$ cat src/rtl/pcu_fsm.sv
// Program-counter unit: sequences fetch requests, computes the next PC from
// execute-stage controls, raises misaligned-target traps and counts retired instructions.
module pcu_fsm #(
    parameter int              XLEN     = 32,
    parameter logic [XLEN-1:0] RESET_PC = 32'h8000_0000,
    parameter int              IALIGN   = 4,
    parameter int              CNT_W    = 64
) (
    input  logic             i_clk,
    input  logic             i_rst_n,
    output logic [XLEN-1:0]  o_pc,
    output logic             o_pc_valid,
    input  logic             i_pc_ready,
    input  logic             i_ex_valid,
    input  logic             i_brch,
    input  logic             i_jal,
    input  logic             i_jalr,
    input  logic             i_zero,
    input  logic             i_ecall,
    input  logic             i_mret,
    input  logic             i_ebreak,
    input  logic [XLEN-1:0]  i_rs1,
    input  logic [XLEN-1:0]  i_imm,
    input  logic [XLEN-1:0]  i_mtvec,
    input  logic [XLEN-1:0]  i_mepc,
    output logic             o_misalign,
    output logic [XLEN-1:0]  o_bad_addr,
    output logic             o_halted,
    output logic [CNT_W-1:0] o_retired
);

    typedef enum logic [2:0] {
        S_BOOT    = 3'd0,
        S_ISSUE   = 3'd1,
        S_WAIT_EX = 3'd2,
        S_TRAP    = 3'd3,
        S_HALT    = 3'd4
    } state_t;

    localparam logic [XLEN-1:0]  ALIGN_MASK = (IALIGN == 4) ? XLEN'(2'b11) : XLEN'(2'b01);
    localparam logic [XLEN-1:0]  MTVEC_MASK = ~XLEN'(2'b11);
    localparam logic [XLEN-1:0]  JALR_MASK  = ~XLEN'(1'b1);
    localparam logic [XLEN-1:0]  PC_STEP    = XLEN'(3'd4);
    localparam logic [CNT_W-1:0] CNT_ONE    = CNT_W'(1'b1);

    state_t            state_q, state_d;
    logic [1:0]        rel_q, rel_d;
    logic [XLEN-1:0]   pc_q, pc_d;
    logic              pc_valid_q, pc_valid_d;
    logic              misalign_q, misalign_d;
    logic [XLEN-1:0]   bad_addr_q, bad_addr_d;
    logic              halted_q, halted_d;
    logic [CNT_W-1:0]  retired_q, retired_d;

    logic [XLEN-1:0]   jalr_tgt_s, rel_tgt_s, jump_tgt_s, mtvec_al_s;
    logic              jump_mis_s, taken_s;

    // Jump/branch target and alignment computation
    always_comb begin
        jalr_tgt_s = (i_rs1 + i_imm) & JALR_MASK;
        rel_tgt_s  = pc_q + i_imm;
        jump_tgt_s = i_jalr ? jalr_tgt_s : rel_tgt_s;
        jump_mis_s = |(jump_tgt_s & ALIGN_MASK);
        mtvec_al_s = i_mtvec & MTVEC_MASK;
        taken_s    = i_jalr | i_jal | (i_brch & ~i_zero);
    end

    // Next-state, next-PC and output computation
    always_comb begin
        state_d    = state_q;
        pc_d       = pc_q;
        misalign_d = 1'b0;
        bad_addr_d = bad_addr_q;
        retired_d  = retired_q;
        // Two-stage release shifter keeps BOOT until reset removal is clean
        rel_d      = {rel_q[0], 1'b1};
        case (state_q)
            S_BOOT: begin
                if (rel_q[1]) begin
                    state_d = S_ISSUE;
                end else begin
                    state_d = S_BOOT;
                end
            end
            S_ISSUE: begin
                if (i_pc_ready) begin
                    state_d = S_WAIT_EX;
                end else begin
                    state_d = S_ISSUE;
                end
            end
            S_WAIT_EX: begin
                if (i_ex_valid) begin
                    retired_d = retired_q + CNT_ONE;
                    state_d   = S_ISSUE;
                    if (i_ebreak) begin
                        state_d = S_HALT;
                    end else if (i_ecall) begin
                        pc_d = mtvec_al_s;
                    end else if (i_mret) begin
                        pc_d = i_mepc;
                    end else if (taken_s) begin
                        if (jump_mis_s) begin
                            state_d    = S_TRAP;
                            misalign_d = 1'b1;
                            bad_addr_d = jump_tgt_s;
                        end else begin
                            pc_d = jump_tgt_s;
                        end
                    end else begin
                        pc_d = pc_q + PC_STEP;
                    end
                end else begin
                    state_d = S_WAIT_EX;
                end
            end
            S_TRAP: begin
                pc_d    = mtvec_al_s;
                state_d = S_ISSUE;
            end
            S_HALT: begin
                state_d = S_HALT;
            end
            default: begin
                state_d = S_BOOT;
            end
        endcase
        pc_valid_d = (state_d == S_ISSUE);
        halted_d   = (state_d == S_HALT);
    end

    // State and output registers
    always_ff @(posedge i_clk or negedge i_rst_n) begin
        if (!i_rst_n) begin
            state_q    <= S_BOOT;
            rel_q      <= 2'b00;
            pc_q       <= RESET_PC;
            pc_valid_q <= 1'b0;
            misalign_q <= 1'b0;
            bad_addr_q <= '0;
            halted_q   <= 1'b0;
            retired_q  <= '0;
        end else begin
            state_q    <= state_d;
            rel_q      <= rel_d;
            pc_q       <= pc_d;
            pc_valid_q <= pc_valid_d;
            misalign_q <= misalign_d;
            bad_addr_q <= bad_addr_d;
            halted_q   <= halted_d;
            retired_q  <= retired_d;
        end
    end

    assign o_pc       = pc_q;
    assign o_pc_valid = pc_valid_q;
    assign o_misalign = misalign_q;
    assign o_bad_addr = bad_addr_q;
    assign o_halted   = halted_q;
    assign o_retired  = retired_q;

endmodule
$ cat config.mk
export PLATFORM = sky130hd
export DESIGN_NAME = pcu_fsm
export DESIGN_NICKNAME = d
export VERILOG_FILES = /design/src/rtl/pcu_fsm.sv
export SDC_FILE = /design/constraint.sdc
export NUM_CORES = 1
export LEC_CHECK = 0
export CAP_MARGIN = 20
export CELL_PAD_IN_SITES_DETAIL_PLACEMENT = 0
export CELL_PAD_IN_SITES_GLOBAL_PLACEMENT = 2
export CORE_MARGIN = 2
export CORE_UTILIZATION = 31
export DETAILED_ROUTE_END_ITERATION = 7
export PLACE_DENSITY = 0.9
export SLEW_MARGIN = 20
export SYNTH_ARGS = -nofsm -noshare
export SYNTH_HDL_FRONTEND = slang
export SYNTH_SLANG_ARGS = --single-unit
$ cat constraint.sdc
create_clock -name i_clk -period 7.75 [get_ports i_clk]
set_clock_uncertainty 0.15 [all_clocks]
set_input_delay 0.775 -clock i_clk [delete_from_list [all_inputs] [get_ports i_clk]]
set_output_delay 0.775 -clock i_clk [all_outputs]
set_load 0.02 [all_outputs]
==> metrics.md, run 1 <==
| Metric | Value |
|---|---|
| Clock Path Buffers | 2 |
| Post-synth top area cell | dfrtp_1 |
| Tot GR Track Use | 22.91% |
| Synth async-reset ratio | 100.0% |
| Share of cells above drive strength 1 | around 5.4% |
| Worst hold-check path type | register to register |
| Critical path arrival | 4.23 ns |
| Critical path peak fanout | 7 |
| Count of cell types in the netlist | 83 |
| Crit path to | o_pc[22] |
| Worst r2r dst | o_bad_addr[26] |
| CP endpoint kind | register |
| CP Data Required Time | 7.91 ns |
| CTS buffer count | 17 |
| Seq/Total Area, Yosys | 32.58% |
| Synthesis-to-finish area growth | 35.14% |
| Skew-Pair Late Insertion Delay | about 0.43 ns |
| Final min period | 4.074 ns |
| Net count, final | 1,702 |
| First-pass GRT wire length | around 62,000 um |
| Setup_tns | 0 ns |
| Post-Route WL | roughly 40,000 um |
| Design Area, Final | roughly 14,000 um2 |
| Die height | between 150 and 200 um |
| Top cells by area, synth | dfrtp_1, ha_1, xnor2_1 |
| R2R Setup Slk | 4.17 ns |
| Routed Antenna Nets | 0 |
| Critical path launch point | i_imm[0] |
| RePlAce Congestion | approximately 0.95 |
| Fmax | about 0.25 GHz |
| Width of the die | 187.6 um |
| Syn Area/Cell | roughly 8.4 um2 |
| Gate Count Post-Synth | ~1,200 |
| I/O pins | 270 |
| Worst R2R Path Depth | 12 |
| Post-DR wirelength/cell | about 21 um |
| P_leak | 5.884 nW |
| Placed cell area | about 14,000 um2 |
| Unrepaired setup endpoints after global routing | no |
| Number of max-cap violations | 0 |
| Die area | 35,190 um2 |
| Final Hold Viols | 0 |
| Hold path cells | 0 |
| Final setup viols | 0 |
| Number of fill cells | approximately 3,400 |
| Clock sink count | between 100 and 150 |
| Synth top area share | between 30% and 40% |
| CP Launch Type | input pin |
| Drt initial violations | between 600 and 700 |
| Reg clk slew, reported paths | 0.07 ns |
| Final period util | between 50% and 60% |
| Fin util | between 40 and 50% |
| Root buffer cell | clkbuf_16 |
| Slew headroom | roughly a third |
| Least-Margin Pin Slew | 0.9699 ns |
| # port buffers | ~270 |
| CTS hold repair buffers | 0 |
| # DRC | 0 |
| Core Box Area | 33,360 um2 |
| Peak VDD IR | 0.1472 mV |
| FP Rows | 67 |
| Gr ovfl total | 0 |
| DRT Pass-1 Iters | 5 |
| DP HPWL | 30,210 um |
| Total number of vias | approximately 11,000 |
| Top_reg_cell synth | dfrtp_1 |
| CTS H-tree lvls | 4 |
| Post-Syn Nets | about 1,500 |
| Pwr dens | 282.5 nW/um2 |
| Outcome | finished clean |
| Post-CTS Resized | 0 |
| Post-synth EDFFs | 0 |
| Fin Hold WS | ~0.2 ns |
| Post-Syn Area | around 10,000 um2 |
| Vias in the first global route | around 11,000 |
| Initial antenna violation count | 4 |
| Crit Reg-Reg Startpoint | o_pc[0] |
| Drt via density | 5.389 |
| Critical setup path kind | input pin to register |
| Initial Utilization | between 30% and 40% |
| Largest net degree at the start of global routing | 92 |
| Total setup buffers inserted after CTS | 0 |
| Synthesis-stage register bit count | approximately 140 |
| Slew Limit Fails | 0 |
| Synth warn | 0 |
| CTS tree | built |
==> Yosys cell counts, drive strengths merged, types with 9 or more instances <==
library cell	count
nand4	21
a21o	31
xor2	50
o21a	12
nor2b	10
nor2	106
a21oi	110
nand3	61
buf	10
ha	63
and3	34
dfrtp	135
clkbuf	35
nand2	143
or3	9
nor3	27
a211oi	26
o21ai	86
inv	20
xnor2	84
a31oi	16
o31ai	13
o211ai	10
nand2b	17
==> worst min-delay path by stage <==
stage	start	endpoint	slack (ns)
after floorplan	rel_q[0]	rel_q[1]	0.18
after global placement	rel_q[0]	rel_q[1]	0.19
after detailed placement	rel_q[0]	rel_q[1]	0.19
after CTS	rel_q[0]	rel_q[1]	0.20
after global routing	rel_q[0]	rel_q[1]	0.21
final	rel_q[0]	rel_q[1]	0.20
==> state kept, by name, indices dropped and copies added, names as in the netlist <==
signal      count
o_bad_addr     32
o_halted        1
o_misalign      1
o_pc           32
o_pc_valid      1
o_retired      64
rel_q           2
state_q         3
==> kinds of logic (layout without fill, tap and decap cells) <==
group,after synthesis,count (layout),share of synthesized area [%]
adder cells (fa/ha/maj),65,65,7.926
flip-flops,136,136,32.58
XOR/XNOR,134,134,11.23
buffers and inverters,65,329,2.586
multiplexers,12,12,1.233
AND/OR/NAND/NOR,466,466,21.97
AO/OA/AOI/OAI,368,368,22.44
other,1,3,0.03589
==> per-layer routing <==
metal / GRT usage, % / vias up / share of wire [%]
met5: 0 / - / 0.069
met4: 7.208 / 4 / 2.7
met3: 4.941 / 62 / 6.8
met2: 35.58 / 398 / 44
met1: 31.73 / 5015 / 46
li1: - / 5088 / -
==> critical path: stages <==
cell and delay (ns):
clkdlybuf4s50_1 0.53, ha_1 0.23, inv_1 0.07, fa_1 0.40, nand2b_1 0.18, a21oi_1 0.32
nor3_1 0.12, o21ai_1 0.48, a21oi_1 0.24, nor3b_1 0.34, o21ai_1 0.14, a221oi_1 0.30
o21ai_1 0.11
==> cell usage in the layout (no fill, tap or decap), drive strengths merged, types with 5 or more instances in the layout <==
cell type,Yosys,layout
o211ai,10,10
and3,34,34
buf,10,13
a31oi,16,16
clkbuf,35,19
nand3,61,61
clkdlybuf4s50,0,264
ha,63,63
and2,7,7
a211o,5,5
inv,20,27
nand4,21,21
xnor2,84,84
a21o,31,31
mux2i,8,8
a211oi,26,26
nand2,143,143
o21ai,86,86
clkinvlp,0,5
or2,7,7
nor2,106,106
nor3,27,27
xor2,50,50
nand2b,17,17
o31ai,13,13
dfrtp,135,135
o22ai,7,7
o21a,12,12
or3,9,9
and4,8,8
a21oi,110,110
a311oi,7,7
nor4,6,6
o221ai,5,5
a31o,6,6
nor2b,10,10
==> stage by stage <==
stage / power [mW] / setup slack, ns / cells
after floorplan: 2.379 / 4.464 / 1247
after global placement: 3.175 / 3.249 / 1927
after detailed placement: 3.184 / 3.242 / 1927
after CTS: 4.000 / 3.679 / 1959
after global routing: 4.265 / 3.399 / 1960
final: 3.990 / 3.676 / 1961
==> power breakdown <==
part           leakage, nW  switching [mW]  internal (mW)
Clock                0.256           0.367          0.427
Sequential            1.79           0.228          0.864
Combinational         3.84            1.20          0.906
Total                 5.88            1.79           2.20
==> area by class of cell <==
type,count,area [um2],share of cell area [%]
inverters,20,75.07,0.5316
flip-flops and latches,136,3405,24.11
diodes,2,5.005,0.03544
repair buffers,277,2739,19.39
well taps,448,560.5,3.969
clock buffers,19,442.9,3.136
multi-input cells,1046,6785,48.05
clock inverters,13,110.1,0.7797
Power figures use the tool's default switching activity.
==> run 2: changes to the inputs <==
CORE_UTILIZATION = 26   (was 31)
PLACE_DENSITY = 0.81   (was 0.9)
clock period = 3.6 ns   (was 7.75 ns; I/O delays follow)
==> run 2 against run 1 <==
First-iteration DRC count increased by 0.86%. Global-route usage decreased by 2.2 points. Largest cell class unchanged. Sequential power increased by 110%.
==> metrics.md, run 2 (synthesized netlist as in run 1, its figures left out) <==
| Metric | Value |
|---|---|
| Area occupied by multi-input gates | between 6000 and 7000 um2 |
| CTS buffer count | 17 |
| FP Rows | between 70 and 80 |
| Clock sink count | around 140 |
| Met2 usage | roughly a third |
| Top Usage Layer GRT | met2 |
| Worst r2r dst | o_pc[17] |
| CP endpoint kind | register |
| Gr ovfl total | 0 |
| Commonest cells after routing, fill and taps aside | clkdlybuf4s50_1, nand2_1, dfrtp_1 |
| Critical path arrival | approximately 3.7 ns |
| Share of cells above drive strength 1 | between 10% and 20% |
| Worst R2R Path Depth | 11 |
| Critical setup path kind | input pin to register |
| Synthesis-to-finish area growth | 44.58% |
| Least-Margin Pin Slew | 0.8114 ns |
| Drt initial violations | 705 |
| Setup_tns | 0 ns |
| R2R Setup Slk | 0.30 ns |
| Vias in the first global route | approximately 11,000 |
| Critical path launch point | i_imm[1] |
| CP Data Required Time | 3.83 ns |
| Initial Utilization | 26.30% |
| Largest net degree at the start of global routing | 63 |
| Die height | ~200 um |
| Slowest CP cell | clkdlybuf4s50_1 |
| Fmax | 0.2929 GHz |
| Hold path cells | 0 |
| RePlAce Congestion | approximately 0.93 |
| Worst hold-check path type | register to register |
| Total number of vias | approximately 11,000 |
| Outcome | finished clean |
| CP bufs+invs | 3 |
| Drt via density | approximately 5.1 |
| DRT Pass-1 Iters | 5 |
| Skew-Pair Late Insertion Delay | roughly 0.45 ns |
| Design Area, Final | roughly 15,000 um2 |
| Net count, final | around 1,800 |
| CTS tree | built |
| Max reg flops | 64 |
| Clock Path Buffers | 2 |
| Die area | roughly 42,000 um2 |
| Final Hold Viols | 0 |
| Fin Hold WS | roughly 0.20 ns |
| Hold Path Sink | rel_q[1] |
| Placed cell area | between 10,000 and 15,000 um2 |
| Reg clk slew, reported paths | approximately 0.060 ns |
| Post-DR wirelength/cell | between 20 and 25 um |
| CP Launch Type | input pin |
| # DRC | 0 |
| FF/Latch Area | between 3000 and 4000 um2 |
| # port buffers | between 200 and 300 |
| Worst hold path startpoint | rel_q[0] |
| CP max stage delay | 0.53 ns |
| Root buffer cell | clkbuf_16 |
| I/O pins | 270 |
| Crit Reg-Reg Startpoint | o_pc[4] |
| Met3 GRT Util | between 3 and 4% |
| Unrepaired setup endpoints after global routing | no |
| Final min period | between 3 and 4 ns |
| Core Box Area | 39,730 um2 |
| Slew Limit Fails | 0 |
| Tot GR Track Use | between 20 and 25% |
| Slew headroom | around 46% |
| Final setup viols | 0 |
| Crit path max-delay family | compound AO/OA/AOI/OAI gates |
| Critical path cell sequence | clkdlybuf4s50_1, inv_1, fa_1, nand2b_1, a21oi_1, o21ai_1, o211a_1, a211o_1, a21oi_1, buf_4, nor2_1, o311ai_1, a21o_1 |
| Peak VDD IR | approximately 0.28 mV |
| Met1 GRT Util | between 20% and 30% |
| Critical path peak fanout | 4 |
| Total setup buffers inserted after CTS | 0 |
| Final period util | about 95% |
| Number of fill cells | 4,058 |
| DP HPWL | ~34,000 um |
| Routed Antenna Nets | 0 |
| Post-Route WL | between 40,000 and 50,000 um |
| First-pass GRT wire length | ~65,000 um |
| CTS H-tree lvls | 4 |
| P_leak | 6.441 nW |
| Width of the die | ~200 um |
| Critical path's most frequent cell | a21oi_1 |
| Initial antenna violation count | 3 |
| Number of max-cap violations | 0 |
| Pwr dens | roughly 610 nW/um2 |
| Most common cell after layout, fill and taps aside | clkdlybuf4s50_1 |
[run 2: cell count changes in the layout (fill, tap and decap cells not counted), sizes merged]
cell         before  now
inv              27   22
dlygate4sd3       0    1
clkinv            1    4
buf              13  116
diode             2    3
clkinvlp          5    4
bufinv            0    3
[run 2: routing by layer]
layer / wire (um) / part of all wire, %
met1: 20260 / 47
met2: 19160 / 45
met3: 2343 / 5.4
met4: 1260 / 2.9
met5: 0 / 0
[run 2: where the power goes]
part / internal, mW / switching (mW)
Clock: 1.13 / 0.780
Sequential: 1.86 / 0.444
Combinational: 2.27 / 2.76
Total: 5.26 / 3.99
[run 2: how the worst max path moves through the flow]
stage	endpoint	cells after the start
after floorplan	o_pc[18]	12
after global placement	o_bad_addr[28]	13
after detailed placement	o_bad_addr[28]	13
after CTS	o_bad_addr[28]	13
after global routing	o_bad_addr[28]	13
final	o_bad_addr[28]	13
[run 2: stage by stage]
| stage | cells | total power, mW | setup WS (ns) | util, % |
|---|---|---|---|---|
| floorplan | 1247 | 5.121 | 0.5840 | - |
| global placement | 2107 | 7.302 | -0.1737 | 36.42 |
| detailed placement | 2107 | 7.316 | -0.2699 | 36.42 |
| CTS | 2140 | 9.285 | 0.1933 | 38.01 |
| global route | 2140 | 9.868 | 0.06601 | 38.01 |
| finish | 2143 | 9.249 | 0.1864 | 38.03 |
[run 2: worst register-to-register path: stages (launching register included)]
cell	delay [ns]
dfrtp_1	0.45
ha_1	0.37
a21oi_1	0.24
o211ai_1	0.19
a31o_2	0.26
buf_4	0.15
a21oi_1	0.18
o21ai_0	0.15
a211o_1	0.33
xnor2_1	0.28
o221ai_1	0.23
a211oi_1	0.24
[run 2: what timing repair did]
item                                   CTS  global route
hold buffers                             1             0
endpoints found under the hold margin   54             0
setup endpoints to repair                0             1
resized for setup                        0             1
[run 2: area by class of cell]
class,count,area share (%)
multi-input combinational,1046,44.89
sequential,136,22.53
clock inverter,13,1.118
antenna,3,0.04969
clock buffer,19,2.998
tap,525,4.348
timing repair buffer,381,23.56
inverter,20,0.4969
==> run 3: changes to the inputs <==
CORE_MARGIN = not set   (was 2)
GPL_TIMING_DRIVEN = 0   (was not set)
==> run 3 against run 2 <==
Non-clock buffer count down 66. Cell count is 3.2% lower. First-iteration DRC count is 4.0% lower. Combinational power down 4.6%. Cell area shrank 3.9%. Via count rose by 0.59%. Critical path depth fell by 3.
==> metrics.md, run 3 (synthesized netlist as in run 1, its figures left out) <==
| Metric | Value |
|---|---|
| CP bufs+invs | 0 |
| P_leak | around 6 nW |
| Unrepaired setup endpoints after global routing | yes |
| Crit path max-delay family | compound AO/OA/AOI/OAI gates |
| Outcome | finished clean |
| Slowest CP cell | dfrtp_1 |
| Initial Utilization | between 20% and 30% |
| Design Area, Final | roughly 15,000 um2 |
| Skew-Pair Late Insertion Delay | around 0.44 ns |
| DRT Pass-1 Iters | 5 |
| Initial antenna violation count | 2 |
| DP HPWL | about 36,000 um |
| Post-DR wirelength/cell | 22.42 um |
| CP Data Required Time | between 3 and 4 ns |
| I/O pins | 270 |
| Worst r2r dst | o_pc[25] |
| FP Rows | 73 |
| CP Launch Type | register |
| Crit Reg-Reg Startpoint | o_pc[2] |
| # port buffers | around 270 |
| Share of cells above drive strength 1 | under 10% |
| CTS tree | built |
| Placed cell area | between 10,000 and 15,000 um2 |
| Commonest cells after routing, fill and taps aside | clkdlybuf4s50_1, nand2_1, dfrtp_1 |
| Final Hold Viols | 0 |
| Max reg flops | 64 |
| Diodes inserted | 0 |
| Post-Route WL | 46,500 um |
| CTS buffer count | 17 |
| Routed Antenna Nets | 0 |
| Number of max-cap violations | 0 |
| Setup_tns | 0 ns |
| Die area | between 40,000 and 50,000 um2 |
| Clock Path Buffers | 2 |
| RePlAce Congestion | around 0.9 |
| Final setup viols | 0 |
| Fmax | 0.2868 GHz |
| Least-Margin Pin Slew | between 1 and 1.5 ns |
| Pwr dens | 628.7 nW/um2 |
| Slew headroom | about a third |
| Most common cell after layout, fill and taps aside | clkdlybuf4s50_1 |
| Vias in the first global route | 10,920 |
| Peak VDD IR | approximately 0.35 mV |
| # DRC | 0 |
| Die height | roughly 200 um |
| CP endpoint kind | register |
| Critical path launch point | o_pc[2] |
| Synthesis-to-finish area growth | 38.91% |
| Critical path cell sequence | ha_1, o211ai_1, o211ai_1, a31o_2, a211oi_4, o31ai_1, xor2_1, or2_0, a221o_1, a31o_1 |
| Reg clk slew, reported paths | 0.07 ns |
| Drt via density | roughly 5.3 |
| Pwr Total | 9.126 mW |
| Critical path's most frequent cell | o211ai_1 |
| Final period util | a little over nine tenths |
| CP max stage delay | approximately 0.46 ns |
| Gr ovfl total | 0 |
| Crit path to | o_pc[25] |
| Final min period | approximately 3.5 ns |
| Worst hold-check path type | register to register |
| Total number of vias | between 10,000 and 15,000 |
| Largest net degree at the start of global routing | approximately 80 |
| Critical setup path kind | register to register |
| R2R Setup Slk | between 0.1 and 0.15 ns |
| Fin util | between 30% and 40% |
| Core Box Area | a little under 40,000 um2 |
| Net count, final | roughly 1,700 |
| CTS H-tree lvls | 4 |
| Drt initial violations | 677 |
| Tot GR Track Use | 22.31% |
| Critical path arrival | about 3.7 ns |
| Width of the die | approximately 200 um |
| Critical path peak fanout | 6 |
| First-pass GRT wire length | ~70,000 um |
| Root buffer cell | clkbuf_16 |
| WP depth | 10 |
| Slew Limit Fails | 0 |
| Worst R2R Path Depth | 10 |
| Clock sink count | around 140 |
-- run 3: repair_timing --
item	CTS	global route
pin swaps	1	1
gates resized for setup	6	16
hold buffers	1	0
setup endpoints to repair	25	22
setup buffers	3	0
endpoints found under the hold margin	55	0
-- run 3: worst register-to-register path: cells and delay by family, from the launching register on --
family / cells / cell delay [ns]
fa+ha+maj: 1 / 0.39
xor+xnor: 1 / 0.20
flops: 1 / 0.46
simple gates: 1 / 0.23
compound gates: 7 / 1.95
-- run 3: layout make-up --
class                   count  area, um2
fillers                  4136      25220
multi-input cells        1046       6834
flip-flops and latches    136       3405
repair buffers            270       2718
well taps                 525      656.9
clock buffers              17      425.4
plain buffers              45      202.7
clock inverters            15      200.2
inverters                  20      75.07
-- run 3: worst min-delay path by stage --
| stage | start | endpoint | slack, ns | cells past startpoint |
|---|---|---|---|---|
| final | rel_q[0] | rel_q[1] | 0.20 | 0 |
| after global routing | rel_q[0] | rel_q[1] | 0.21 | 0 |
| after CTS | rel_q[0] | rel_q[1] | 0.20 | 0 |
| after detailed placement | i_rst_n | o_retired[50] | 0.18 | 1 |
| after global placement | rel_q[0] | rel_q[1] | 0.18 | 0 |
| after floorplan | i_rst_n | o_bad_addr[0] | -0.09 | 0 |
-- run 3: metal layers --
layer  routed length (um)  global-route usage (%)  vias up
met2                21290                   36.19      462
met1                20850                   29.69     5346
met3                 2819                   3.371       81
met4                 1510                   8.754        4
met5                   31                       0        -
li1                     -                       -     5141
-- run 3: per-stage QoR --
step | hold WS (ns) | instances | worst slack [ns]
after floorplan | -0.08559 | 1247 | 0.5840
after global placement | 0.1832 | 2037 | -3.937
after detailed placement | 0.1758 | 2038 | -0.8236
after CTS | 0.2016 | 2074 | 0.03991
after global routing | 0.2141 | 2074 | -0.01464
final | 0.2002 | 2074 | 0.1127
-- run 3: power by group --
group	internal, mW	total (mW)	switching (mW)
registers	1.86	2.39	0.534
clock network	1.12	1.93	0.813
logic	2.03	4.80	2.77
